==> config.mk <==
export PLATFORM = sky130hd
export DESIGN_NAME = i2c_target_regfile
export DESIGN_NICKNAME = d
export VERILOG_FILES = /design/src/rtl/i2c_target_regfile.sv
export SDC_FILE = /design/constraint.sdc
export NUM_CORES = 1
export LEC_CHECK = 0
export CORE_ASPECT_RATIO = 0.9
export CORE_UTILIZATION = 45
export CTS_CLUSTER_SIZE = 40
export DETAILED_ROUTE_END_ITERATION = 10
export PLACE_DENSITY_LB_ADDON = 0.05
export SYNTH_ARGS = -nofsm -noshare
export SYNTH_HDL_FRONTEND = slang
export SYNTH_SLANG_ARGS = --single-unit
export TNS_END_PERCENT = 20
==> constraint.sdc <==
create_clock -name clk -period 4 [get_ports clk]
set_input_delay 0.8 -clock clk [delete_from_list [all_inputs] [get_ports clk]]
set_output_delay 0.8 -clock clk [all_outputs]
set_load 0.05 [all_outputs]
==> src/rtl/i2c_target_regfile.sv <==
`default_nettype none
// ============================================================================
// Module      : i2c_target_regfile
// Description : Clocked I2C target with a 2**REG_AW x 8 register file.
//               Oversamples SCL/SDA, detects START/STOP, matches a 7-bit
//               address, latches a register pointer and performs
//               auto-incrementing register writes and reads.
// Revision    : 1.0 - initial release
// ============================================================================
module i2c_target_regfile #(
    parameter logic [6:0] SLAVE_ADDR = 7'b1101001,
    parameter int         REG_AW     = 6
) (
    input  logic              clk,
    input  logic              rst,
    input  logic              scl_in,
    input  logic              sda_in,
    output logic              sda_oe,
    output logic              wr_pulse,
    output logic [REG_AW-1:0] wr_addr,
    output logic [7:0]        wr_data,
    output logic              busy
);

    localparam int c_depth = 1 << REG_AW;
    localparam logic [REG_AW-1:0] c_ptr_one = {{(REG_AW-1){1'b0}}, 1'b1};

    localparam logic [3:0] c_st_idle     = 4'd0;
    localparam logic [3:0] c_st_addr     = 4'd1;
    localparam logic [3:0] c_st_addr_ack = 4'd2;
    localparam logic [3:0] c_st_ptr      = 4'd3;
    localparam logic [3:0] c_st_dack     = 4'd4;  // ACK slot after PTR / WDATA bytes
    localparam logic [3:0] c_st_wdata    = 4'd5;
    localparam logic [3:0] c_st_rdata    = 4'd6;
    localparam logic [3:0] c_st_rack     = 4'd7;
    localparam logic [3:0] c_st_ignore   = 4'd8;

    logic              r_scl_s1, r_scl_s2, r_scl_prev;
    logic              r_sda_s1, r_sda_s2, r_sda_prev;
    logic [3:0]        r_state, w_state_nxt;
    logic [2:0]        r_bit_cnt;
    logic [7:0]        r_shift;
    logic              r_rw;
    logic              r_ack_phase;   // first SCL fall of the current slot has been seen
    logic [REG_AW-1:0] r_ptr;
    logic [7:0]        r_mem [c_depth];

    logic       w_scl_rise, w_scl_fall, w_start, w_stop;
    logic [7:0] w_byte;
    logic       w_byte_done, w_addr_match, w_wr_fire;
    logic [7:0] w_rd_byte;

    assign w_scl_rise   = ~r_scl_prev &  r_scl_s2;
    assign w_scl_fall   =  r_scl_prev & ~r_scl_s2;
    assign w_start      =  r_sda_prev & ~r_sda_s2 & r_scl_s2;
    assign w_stop       = ~r_sda_prev &  r_sda_s2 & r_scl_s2;
    assign w_byte       = {r_shift[6:0], r_sda_s2};
    assign w_byte_done  = w_scl_rise && (r_bit_cnt == 3'd7);
    assign w_addr_match = (w_byte[7:1] == SLAVE_ADDR);
    assign w_wr_fire    = (r_state == c_st_wdata) && w_byte_done && !w_start && !w_stop;
    // A write landing in the same cycle as a preload must be visible to the read.
    assign w_rd_byte    = w_wr_fire ? w_byte : r_mem[r_ptr];

    // Synchronise the bus lines and keep one cycle of history for edge detection.
    always_ff @(posedge clk) begin
        if (rst) begin
            r_scl_s1   <= 1'b1;
            r_scl_s2   <= 1'b1;
            r_scl_prev <= 1'b1;
            r_sda_s1   <= 1'b1;
            r_sda_s2   <= 1'b1;
            r_sda_prev <= 1'b1;
        end else begin
            r_scl_s1   <= scl_in;
            r_scl_s2   <= r_scl_s1;
            r_scl_prev <= r_scl_s2;
            r_sda_s1   <= sda_in;
            r_sda_s2   <= r_sda_s1;
            r_sda_prev <= r_sda_s2;
        end
    end

    // State register.
    always_ff @(posedge clk) begin
        if (rst) r_state <= c_st_idle;
        else     r_state <= w_state_nxt;
    end

    // Next-state logic; bus conditions take priority over any SCL edge.
    always_comb begin
        w_state_nxt = r_state;
        if (w_start) begin
            w_state_nxt = c_st_addr;
        end else if (w_stop) begin
            w_state_nxt = c_st_idle;
        end else begin
            case (r_state)
                c_st_addr:     if (w_byte_done) w_state_nxt = w_addr_match ? c_st_addr_ack : c_st_ignore;
                c_st_addr_ack: if (w_scl_fall && r_ack_phase) w_state_nxt = r_rw ? c_st_rdata : c_st_ptr;
                c_st_ptr:      if (w_byte_done) w_state_nxt = c_st_dack;
                c_st_dack:     if (w_scl_fall && r_ack_phase) w_state_nxt = c_st_wdata;
                c_st_wdata:    if (w_byte_done) w_state_nxt = c_st_dack;
                c_st_rdata:    if (w_scl_fall && (r_bit_cnt == 3'd7)) w_state_nxt = c_st_rack;
                c_st_rack: begin
                    if (w_scl_rise && r_sda_s2)            w_state_nxt = c_st_ignore;
                    else if (w_scl_fall && r_ack_phase)    w_state_nxt = c_st_rdata;
                end
                c_st_idle, c_st_ignore: w_state_nxt = r_state;
                default:       w_state_nxt = c_st_idle;
            endcase
        end
    end

    // Busy covers every state reached only through an address match.
    always_comb begin
        busy = 1'b0;
        case (r_state)
            c_st_addr_ack, c_st_ptr, c_st_dack, c_st_wdata, c_st_rdata, c_st_rack: busy = 1'b1;
            default: busy = 1'b0;
        endcase
    end

    // Shift register, bit counter, pointer, register file and SDA drive.
    always_ff @(posedge clk) begin
        if (rst) begin
            sda_oe      <= 1'b0;
            wr_pulse    <= 1'b0;
            wr_addr     <= '0;
            wr_data     <= '0;
            r_bit_cnt   <= '0;
            r_shift     <= '0;
            r_rw        <= 1'b0;
            r_ack_phase <= 1'b0;
            r_ptr       <= '0;
            for (int i = 0; i < c_depth; i++) r_mem[i] <= '0;
        end else begin
            wr_pulse <= 1'b0;
            if (r_state != w_state_nxt) r_ack_phase <= 1'b0;
            if (w_start || w_stop) begin
                r_bit_cnt <= '0;
                sda_oe    <= 1'b0;
            end else begin
                case (r_state)
                    c_st_addr, c_st_ptr, c_st_wdata: begin
                        if (w_scl_rise) begin
                            r_shift   <= w_byte;
                            r_bit_cnt <= r_bit_cnt + 3'd1;
                        end
                        if (w_byte_done) begin
                            if (r_state == c_st_addr) r_rw  <= w_byte[0];
                            if (r_state == c_st_ptr)  r_ptr <= w_byte[REG_AW-1:0];
                        end
                        if (w_wr_fire) begin
                            r_mem[r_ptr] <= w_byte;
                            wr_pulse     <= 1'b1;
                            wr_addr      <= r_ptr;
                            wr_data      <= w_byte;
                            r_ptr        <= r_ptr + c_ptr_one;
                        end
                    end
                    c_st_addr_ack, c_st_dack: begin
                        if (w_scl_fall) begin
                            if (!r_ack_phase) begin
                                sda_oe      <= 1'b1;
                                r_ack_phase <= 1'b1;
                            end else begin
                                sda_oe    <= 1'b0;
                                r_bit_cnt <= '0;
                                if ((r_state == c_st_addr_ack) && r_rw) begin
                                    r_shift <= w_rd_byte;
                                    sda_oe  <= ~w_rd_byte[7];
                                end
                            end
                        end
                    end
                    c_st_rdata: begin
                        if (w_scl_fall) begin
                            if (r_bit_cnt == 3'd7) begin
                                sda_oe    <= 1'b0;
                                r_bit_cnt <= '0;
                            end else begin
                                r_bit_cnt <= r_bit_cnt + 3'd1;
                                sda_oe    <= ~r_shift[6];
                                r_shift   <= {r_shift[6:0], 1'b0};
                            end
                        end
                    end
                    c_st_rack: begin
                        if (w_scl_rise) begin
                            r_ptr <= r_ptr + c_ptr_one;
                            if (!r_sda_s2) r_ack_phase <= 1'b1;
                        end
                        if (w_scl_fall && r_ack_phase) begin
                            r_shift   <= w_rd_byte;
                            sda_oe    <= ~w_rd_byte[7];
                            r_bit_cnt <= '0;
                        end
                    end
                    default: sda_oe <= 1'b0;
                endcase
            end
        end
    end

endmodule
`default_nettype wire

==> results.md <==
- Critical path peak fanout: 9
- Crit path kind: flop to flop
- CTS root buf: clkbuf_16
- Total track usage: 0.2502
- Buffer count from post-CTS setup fixing: 0
- Largest net degree at the start of global routing: 69
- EDFF count, synth: 512
- Synthesized area: 26460 um2
- Placed cell areas: 27660 um2
- Synth area leader: edfxtp_1
- Clock transition at path regs: 60 ps
- Warnings from Yosys: 0
- Tcrit/Tclk final: 0.8390
- Main synth FF type: edfxtp_1
- Setup violators final: 0
- VDD IR max: 0.3425 mV
- DIE WIDTH: 257.6 um
- Post-synth ARST share: 0
- H-tree depth: 2
- IO Pins: 21
- Vias per cell: 5.764
- Via Count: 15.39k
- Setup WS post-layout: 644.1 ps
- Initial Util: 0.4600
- DR iter-0 viols: 1566
- Top-area cell type share of the netlist area: 0.5810
- Crit path time final: 3356 ps
- Pre-antenna DRT Iters: 5
- PD cells: 435.3 nW/um2
- Post-synthesis cell count: 1831
- Required @ worst endpoint: 4300 ps
- CTS tree: done
- Top cells by area, synth: edfxtp_1 58%, and2_1 12%, mux4_2 12%
- Relative slew margins: 0.2956
- Area grow syn2layout: 11.73%
- Netlist cell types: 70
- Skew final: 22.26 ps
- Initial antenna violation count: 5
- Total Die Area: 59780 um2
- Fraction of layout instances using a drive strength above 1: 0.2194
- WP data arrival: 3650 ps
- Hold Crit Class: primary input to flop
- Most common cell in the synthesized netlist: and2_1
- Fmax: 298.0 MHz
- Final Max Slew Viols: 0
- Aggregate negative setup slack: 0 ps
- Core area: 57530 um2
- Post-DP HPWL: 46880 um
- Status: complete, no violations
- Die H: 232.1 um
- Fin cells: 2670
- Hold_buf cts: 0
- Fill cell count: 4891
- Vias in the first global route: 15.11k
- First-pass GRT wire length: 106600 um
- Mapped Avg Cell Area: 14.45 um2
- Worst Setup Start Kind: flop
- Clk Latency, worst-skew pair: 640 ps
- Worst-Margin Slew: 1057 ps
- Total CTS buffers: 59
- Fin area: 29570 um2
- Pre-CTS setup slack: 649.1 ps
- Post-DRT Antenna Nets: 0
- DRC: 0
- Post-synthesis register bit count: 562
- Nets: 1863
- Routed WL: 73720 um
- Post-synth net total: 1838
- Grt ovf: 0
- WL/cell: 27.61 um
- Leak: 9.837 nW
- Ant. Diodes: 0
- Sink Count: 562
- Placed Cells: 2560
- Longest Clk Path Bufs: 3
- Post_cts resized: 0
- Critical Path End Type: flop
- Fin. Hold Viols: 0
- Site Rows: 83
- Post-synth top cells: 515 x and2_1, 512 x edfxtp_1, 136 x mux4_2, 91 x clkbuf_1, 81 x nor2_1
- Max-cap violations: 0
- Register area share after synthesis: 0.6188
- RSZ-0062 raised after global routing: false
- RePlAce Congestion: 0.8571
- I/O Buffers: 20
critical path, cell delays in order, from the launching register on:
cell and delay (ps):
dfxtp_1 350, ha_1 160, ha_1 380, nand4b_2 250, a2111oi_4 510, and2b_4 290, nand3b_4 370, nor2_4 330
or2_1 330
path summary, 6_finish.rpt:
check | startpoint | to | slack (ps) | cells after the start
worst max-delay path | r_bit_cnt[0]$_SDFFE_PP0P_ | r_mem[33][2]$_SDFFCE_PN0P_ | 640 | 8
worst min-delay path | rst | wr_pulse$_DFF_P_ | 400 | 2
worst max register to register | r_bit_cnt[0]$_SDFFE_PP0P_ | r_mem[33][2]$_SDFFCE_PN0P_ | 640 | 8
worst min register to register | r_sda_s1$_SDFF_PP1_ | r_sda_s2$_SDFF_PP1_ | 410 | 1
report_power, final:
part           switching, W  internal (W)  leakage (nW)  total (W)
logic              0.000401      0.000177          3.64   0.000579
registers          0.000127       0.00667          5.27    0.00679
clock network       0.00234       0.00316         0.929    0.00550
total               0.00287        0.0100          9.84     0.0129
routing by layer:
metal / global-route usage / up-vias / wire length, um
li1: - / 6802 / -
met2: 0.3886 / 509 / 33830
met3: 0.04551 / 112 / 4978
met5: 0 / - / 0
met1: 0.3591 / 7966 / 32930
met4: 0.07544 / 0 / 1984
logic make-up (layout without fill, tap and decap cells):
kind of cell	after synthesis	in the layout	synth area share
and+or+nand+nor	826	826	0.1922
muxes	171	171	0.1293
DFF	562	562	0.6188
AOI/OAI and AO/OA	127	127	0.03352
xor gates and xnor gates	2	2	0.0006620
buffers and inverters	140	214	0.02411
adders and majority gates	3	3	0.001419
through the flow:
stage	hold slack (ps)	power [W]	util
2_1_floorplan	389.5	0.007182	-
3_3_place_gp	396.1	0.007491	0.4808
3_5_place_dp	392.8	0.007493	0.4808
4_1_cts	364.0	0.01296	0.5139
5_1_grt	382.1	0.01323	0.5139
6_report	401.3	0.01287	0.5139
flip-flops by register name, summed over array words and instances, names as in the netlist, 3 cells and up, named ones only:
signal,count
wr_data,8
r_shift,7
r_bit_cnt,3
r_state,4
r_mem,512
wr_addr,6
r_ptr,6
cells in the final DEF, fill, tap and decap left out, types with 7 or more instances in the layout:
cell type	Yosys	final
dfxtp_2	0	10
nand2_1	32	32
nor2_1	81	81
o22ai_1	20	20
o21ai_0	22	22
a22oi_1	9	9
clkbuf_1	91	13
dfxtp_1	50	38
nand3b_1	13	13
nand3_1	14	14
edfxtp_1	512	512
or2_1	21	21
or2_2	51	51
and2_1	515	515
clkinv_1	0	9
nand2b_1	7	7
nor2b_1	12	12
clkbuf_16	0	59
nor4_1	8	8
nor2_2	8	8
mux2i_1	29	29
a21oi_1	21	21
mux4_2	136	136
o31ai_1	7	7
buf_4	13	76
a211oi_1	12	12
clkdlybuf4s50_1	0	19
nor2_4	24	24
clkinv_2	0	12
final cells by class:
class / instances / area [um2] / share of cell area
inverters: 5 / 18.77 / 0.0006348
clock buffers: 76 / 1574 / 0.05324
flip-flops and latches: 562 / 16400 / 0.5545
well taps: 765 / 957.2 / 0.03237
clock inverters: 34 / 330.3 / 0.01117
multi-input cells: 1129 / 9450 / 0.3196
repair buffers: 99 / 840.8 / 0.02844
No activity file was read; power rests on OpenSTA's default activity.
